--- src/rtl/uart_rx_deserializer.sv ---
// UART receiver: synchronizes rx, samples each bit at mid-bit and presents bytes with pulse status.
// Optional feature macro: UART_RX_PARITY_EN adds an even-parity bit between data and stop.
module uart_rx_deserializer #(
    parameter logic [15:0] CLKS_PER_BIT = 16'd10408,
    parameter int          SYNC_STAGES  = 2
) (
    input  logic       clk,
    input  logic       rst,
    input  logic       rx,
    output logic [7:0] rx_data,
    output logic       rx_valid,
    output logic       frame_err,
    output logic       parity_err,
    output logic       busy
);

    localparam logic [15:0] HALF_RELOAD = (CLKS_PER_BIT >> 1) - 16'd1;
    localparam logic [15:0] FULL_RELOAD = CLKS_PER_BIT - 16'd1;

`ifdef UART_RX_PARITY_EN
    typedef enum logic [2:0] {IDLE, START, DATA, PARITY, STOP, BREAK} state_t;
`else
    typedef enum logic [2:0] {IDLE, START, DATA, STOP, BREAK} state_t;
`endif

    state_t                 state, state_next;
    logic [SYNC_STAGES-1:0] sync_q;
    logic                   rxs;
    logic [15:0]            baud_cnt, baud_next;
    logic [2:0]             bit_cnt, bit_next;
    logic [7:0]             shreg, shreg_next;
    logic [7:0]             data_next;
    logic                   valid_next;
    logic                   ferr_next;
    logic                   tick;
    logic                   parity_bad;

`ifdef UART_RX_PARITY_EN
    logic par_q, par_next;
    logic perr_next;
    assign parity_bad = (^shreg) ^ par_q;
`else
    assign parity_bad = 1'b0;
    assign parity_err = 1'b0;
`endif

    // Idle-high line: synchronizer flops reset to 1 so reset never looks like a start edge.
    always_ff @(posedge clk) begin
        if (rst) begin
            sync_q <= '1;
        end else begin
            sync_q <= {sync_q[SYNC_STAGES-2:0], rx};
        end
    end

    assign rxs  = sync_q[SYNC_STAGES-1];
    assign tick = (baud_cnt == 16'd0) && (state != IDLE);
    assign busy = (state != IDLE);

    always_ff @(posedge clk) begin
        if (rst) begin
            state     <= IDLE;
            baud_cnt  <= 16'd0;
            bit_cnt   <= 3'd0;
            shreg     <= 8'h00;
            rx_data   <= 8'h00;
            rx_valid  <= 1'b0;
            frame_err <= 1'b0;
`ifdef UART_RX_PARITY_EN
            par_q      <= 1'b0;
            parity_err <= 1'b0;
`endif
        end else begin
            state     <= state_next;
            baud_cnt  <= baud_next;
            bit_cnt   <= bit_next;
            shreg     <= shreg_next;
            rx_data   <= data_next;
            rx_valid  <= valid_next;
            frame_err <= ferr_next;
`ifdef UART_RX_PARITY_EN
            par_q      <= par_next;
            parity_err <= perr_next;
`endif
        end
    end

    // The first reload is half a bit so every later full-bit reload lands at mid-bit.
    always_comb begin
        state_next = state;
        baud_next  = baud_cnt;
        bit_next   = bit_cnt;
        shreg_next = shreg;
        data_next  = rx_data;
        valid_next = 1'b0;
        ferr_next  = 1'b0;
`ifdef UART_RX_PARITY_EN
        par_next   = par_q;
        perr_next  = 1'b0;
`endif
        if ((state != IDLE) && (baud_cnt != 16'd0)) begin
            baud_next = baud_cnt - 16'd1;
        end

        case (state)
            IDLE: begin
                if (!rxs) begin
                    state_next = START;
                    baud_next  = HALF_RELOAD;
                end
            end
            START: begin
                if (tick) begin
                    if (!rxs) begin
                        state_next = DATA;
                        baud_next  = FULL_RELOAD;
                        bit_next   = 3'd0;
                    end else begin
                        state_next = IDLE;
                    end
                end
            end
            DATA: begin
                if (tick) begin
                    shreg_next = {rxs, shreg[7:1]};
                    bit_next   = bit_cnt + 3'd1;
                    baud_next  = FULL_RELOAD;
                    if (bit_cnt == 3'd7) begin
`ifdef UART_RX_PARITY_EN
                        state_next = PARITY;
`else
                        state_next = STOP;
`endif
                    end
                end
            end
`ifdef UART_RX_PARITY_EN
            PARITY: begin
                if (tick) begin
                    par_next   = rxs;
                    baud_next  = FULL_RELOAD;
                    state_next = STOP;
                end
            end
`endif
            // A bad parity byte is dropped but still returns to IDLE if the stop bit is good.
            STOP: begin
                if (tick) begin
                    if (rxs) begin
                        state_next = IDLE;
                        if (!parity_bad) begin
                            data_next  = shreg;
                            valid_next = 1'b1;
                        end
                    end else begin
                        state_next = BREAK;
                        ferr_next  = 1'b1;
                    end
`ifdef UART_RX_PARITY_EN
                    perr_next = parity_bad;
`endif
                end
            end
            BREAK: begin
                if (rxs) begin
                    state_next = IDLE;
                end
            end
            default: begin
                state_next = IDLE;
            end
        endcase
    end

endmodule

--- config.mk ---
export PLATFORM = sky130hd
export DESIGN_NAME = uart_rx_deserializer
export DESIGN_NICKNAME = d
export VERILOG_FILES = /design/src/rtl/uart_rx_deserializer.sv
export SDC_FILE = /design/constraint.sdc
export NUM_CORES = 1
export LEC_CHECK = 0
export CAP_MARGIN = 5
export CORE_MARGIN = 10
export CORE_UTILIZATION = 51
export CTS_CLUSTER_SIZE = 20
export DETAILED_ROUTE_END_ITERATION = 7
export HOLD_SLACK_MARGIN = 0.15
export PLACE_DENSITY = 0.74
export SYNTH_ARGS = -nofsm -noshare
export SYNTH_HDL_FRONTEND = slang
export SYNTH_SLANG_ARGS = --single-unit
--- constraint.sdc ---
create_clock -name clk -period 1.66 [get_ports clk]
set_input_delay 0.415 -clock clk [delete_from_list [all_inputs] [get_ports clk]]
set_output_delay 0.415 -clock clk [all_outputs]
set_load 0.05 [all_outputs]
==> results.py <==
metrics = {
    "run_status": {
        "outcome": "finished with violations",
        "violations": "setup timing",
    },
    "place": {
        "gp_congestion": 0.887,
        "io_buffers": 13,
        "dp.cells": 302,
        "place_ws_ns": -0.248,
        "place_hpwl_mm": 3.40,
    },
    "timing": {
        "fin_ws_ns": -0.255,
        "setup_viol": 38,
        "max_clock_freq_ghz": 0.522,
        "fin_tns_setup_ns": -4.80,
        "finalCritPeriodShare": 1.15,
        "post-route-min-period_ns": 1.91,
        "finClkSkew_ns": 0.00448,
        "hold_violations": 0,
        "final_max_slew_viol_count": 0,
        "rsz0062_at_grt": "true",
    },
    "clocking": {
        "clkTransAtPathRegs_ns": 0.13,
        "clock_path_buffers": 2,
        "cts_inserted_buffers": 5,
        "clockRootBuffer": "clkbuf_4",
        "ctsHtreeMaxLevel": 2,
        "clock_latency_ns": 0.35,
        "cts_sinks": 42,
        "postCtsHoldBufs": 0,
        "cts_tree": "yes",
    },
    "power_and_ir_drop": {
        "p_leak_nw": 1.14,
        "power_mw": 2.78,
        "p_per_area_nw_per_um2": 935,
        "ir_drop_v": 0.000871,
    },
    "global_routing": {
        "grt_pass1_vias": 2000,
        "grt_usage": 0.185,
        "grt_overflow_total": 0,
        "antenna_found_initial": 0,
        "grt_first_pass_wirelength_mm": 9.48,
        "grt_max_degree": 15,
    },
    "critical_path": {
        "r2r_slack_ns": -0.25,
        "crit_slowest_cell": "or4_4",
        "path_delay_family": "simple AND/OR/NAND/NOR gates",
        "reg2reg_depth": 5,
        "slowest_delay_ns": 0.43,
        "crit_path_end_kind": "register",
        "critPathKind": "register to register",
        "worstPathRequired_ns": 1.90,
        "worst_ep_arrival_time_ns": 2.15,
        "crit_buf_inv": 0,
        "cpMostUsedCell": "or3_4",
        "worstPathMaxFanout": 2,
        "r2r_start": "baud_cnt[2]$_SDFF_PP0_",
        "path_cells": "or3_4 > or3_4 > or4_4 > mux2i_1 > o21ai_1",
        "worstReg2RegEnd": "baud_cnt[11]$_SDFF_PP0_",
        "crit_path_start_kind": "register",
    },
    "finish": {
        "fin_nets": 282,
        "final_util": 0.871,
        "diodes": 0,
        "area_growth_pct": 60.4,
        "layout.cells.non_filler": 323,
        "drive_above_1_share": 0.581,
    },
    "route": {
        "via_per_inst": 6.11,
        "post_drt_wl_per_cell_um": 20.7,
        "dr.first_iter.drc_count": 242,
        "dr_total_vias": 1973,
        "ant_nets": 0,
        "totalWireLength_mm": 6.70,
        "drc": 0,
        "first_pass_iters": 4,
    },
    "hold_path": {
        "hold_class": "register to register",
        "whs_endpoint": "sync_q[1]$_SDFF_PP1_",
        "hold_path_depth": 1,
        "min_from": "sync_q[0]$_SDFF_PP1_",
    },
    "logic_synthesis": {
        "yosysUniqueCellTypes": 40,
        "ys_seq_elements": 42,
        "syn_inst": 210,
        "synthesis.nets": 216,
        "yosysWarnings": 0,
        "avgSynthCellArea_sq_um": 8.84,
        "ys_seq_area_frac": 0.453,
        "syn_area_sq_um": 1860,
    },
    "floorplanning": {
        "num_io_pins": 15,
        "fp.dieArea_sq_um": 6450,
        "die_h_um": 80.3,
        "initial_core_util": 0.543,
        "core_area_sq_um": 3420,
        "die_w_um": 80.3,
        "rows": 21,
    },
    "job": {
        "cap_violations": 0,
    },
}
## registers in the layout, summed over array words and instances, names as in the netlist
name       count
baud_cnt      16
bit_cnt        3
frame_err      1
rx_data        8
rx_valid       1
shreg          8
state          3
sync_q         2
## layout by cell type (no fill, tap or decap), drive strengths merged, types with 2 or more instances in the layout
| cell type | n |
|---|---|
| clkdlybuf4s50 | 2 |
| xnor2 | 9 |
| mux2i | 10 |
| nor2b | 3 |
| a211oi | 4 |
| buf | 65 |
| nand3 | 3 |
| nand4 | 2 |
| nor3 | 15 |
| a21oi | 15 |
| nand2b | 3 |
| ha | 3 |
| o21ai | 4 |
| clkbuf | 6 |
| nor3b | 2 |
| or4 | 4 |
| inv | 3 |
| and4 | 2 |
| a22o | 2 |
| nand2 | 25 |
| or3 | 4 |
| clkinv | 2 |
| or2 | 4 |
| xor2 | 2 |
| nor4 | 7 |
| dfxtp | 42 |
| nor2 | 24 |
## where the power goes
group	internal (mW)	switching, mW	leakage (nW)
Combinational	0.565	0.587	0.765
Clock	0.165	0.353	0.0312
Sequential	1.05	0.0609	0.346
## routing by layer
layer,share of wire,track usage,up-vias
met1,0.38,0.193,950
met5,0,0,-
met4,0.045,0.111,0
met2,0.51,0.327,113
met3,0.062,0.0434,34
li1,-,-,876
## Yosys cell counts, drive strengths merged
library cell  instances  share of area
nand3                 3          0.011
ha                    3          0.020
xnor2                 9          0.042
clkbuf                4         0.0081
and4                  2         0.0094
a22o                  2         0.0094
mux2i                10          0.054
nand4                 2         0.0067
inv                   3         0.0061
dfxtp                42           0.45
nand4b                1         0.0047
nor3                 15          0.046
a211oi                4          0.016
o21ai                 4          0.011
or3                   4          0.013
buf                   5          0.017
xor2                  2         0.0094
nand2                25          0.051
a2111oi               1         0.0081
or4                   4          0.016
and2                  1         0.0034
or2                   4          0.013
o21ba                 1         0.0054
conb                  1         0.0020
nor2b                 3          0.010
a21oi                15          0.040
o31a                  1         0.0047
nor3b                 2          0.011
nor2                 24          0.049
a311oi                1         0.0047
o22ai                 1         0.0034
and3                  1         0.0034
nand2b                3          0.010
nor4                  7          0.027
## how the worst max path moves through the flow
| stage | from | to | slack [ns] | cells past startpoint |
|---|---|---|---|---|
| 2_1_floorplan | baud_cnt[2]$_SDFF_PP0_ | baud_cnt[11]$_SDFF_PP0_ | -0.13 | 5 |
| 3_3_place_gp | baud_cnt[0]$_SDFF_PP0_ | baud_cnt[4]$_SDFF_PP0_ | -0.16 | 8 |
| 3_5_place_dp | baud_cnt[0]$_SDFF_PP0_ | baud_cnt[4]$_SDFF_PP0_ | -0.25 | 8 |
| 4_1_cts | baud_cnt[2]$_SDFF_PP0_ | baud_cnt[11]$_SDFF_PP0_ | -0.17 | 5 |
| 5_1_grt | baud_cnt[1]$_SDFF_PP0_ | baud_cnt[11]$_SDFF_PP0_ | -0.34 | 5 |
| 6_report | baud_cnt[2]$_SDFF_PP0_ | baud_cnt[11]$_SDFF_PP0_ | -0.25 | 5 |
## cell families (layout without fill, tap and decap cells)
| logic type | Yosys count | count (layout) | synth area share |
|---|---|---|---|
| multiplexers | 10 | 10 | 0.0539 |
| other | 1 | 1 | 0.00202 |
| adder cells (fa/ha/maj) | 3 | 3 | 0.0202 |
| flip-flops | 42 | 42 | 0.453 |
| AND/OR/NAND/NOR | 101 | 101 | 0.285 |
| buffers and inverters | 12 | 79 | 0.0310 |
| AO/OA/AOI/OAI | 30 | 30 | 0.103 |
| XOR/XNOR | 11 | 11 | 0.0519 |
## stage by stage
| step | instance area [sq um] | hold WS (ns) |
|---|---|---|
| finish | 2980 | 0.435 |
| global route | 2980 | 0.458 |
| CTS | 2680 | 0.440 |
| detailed placement | 2380 | 0.406 |
| global placement | 2380 | 0.394 |
| floorplan | 1870 | 0.389 |
## timing repair
action	CTS	global route
pin swaps	14	28
setup endpoints to repair	40	41
resized for setup	49	60
setup buffers	7	5
cloned	0	1
## area by class of cell
cell class	count	area, sq um
repair buffers	68	666
fillers	147	440
multi-input cells	156	1320
clock inverters	3	21.3
well taps	46	57.6
flip-flops and latches	42	862
inverters	3	16.3
clock buffers	5	37.5
No activity file was read; power rests on OpenSTA's default activity.
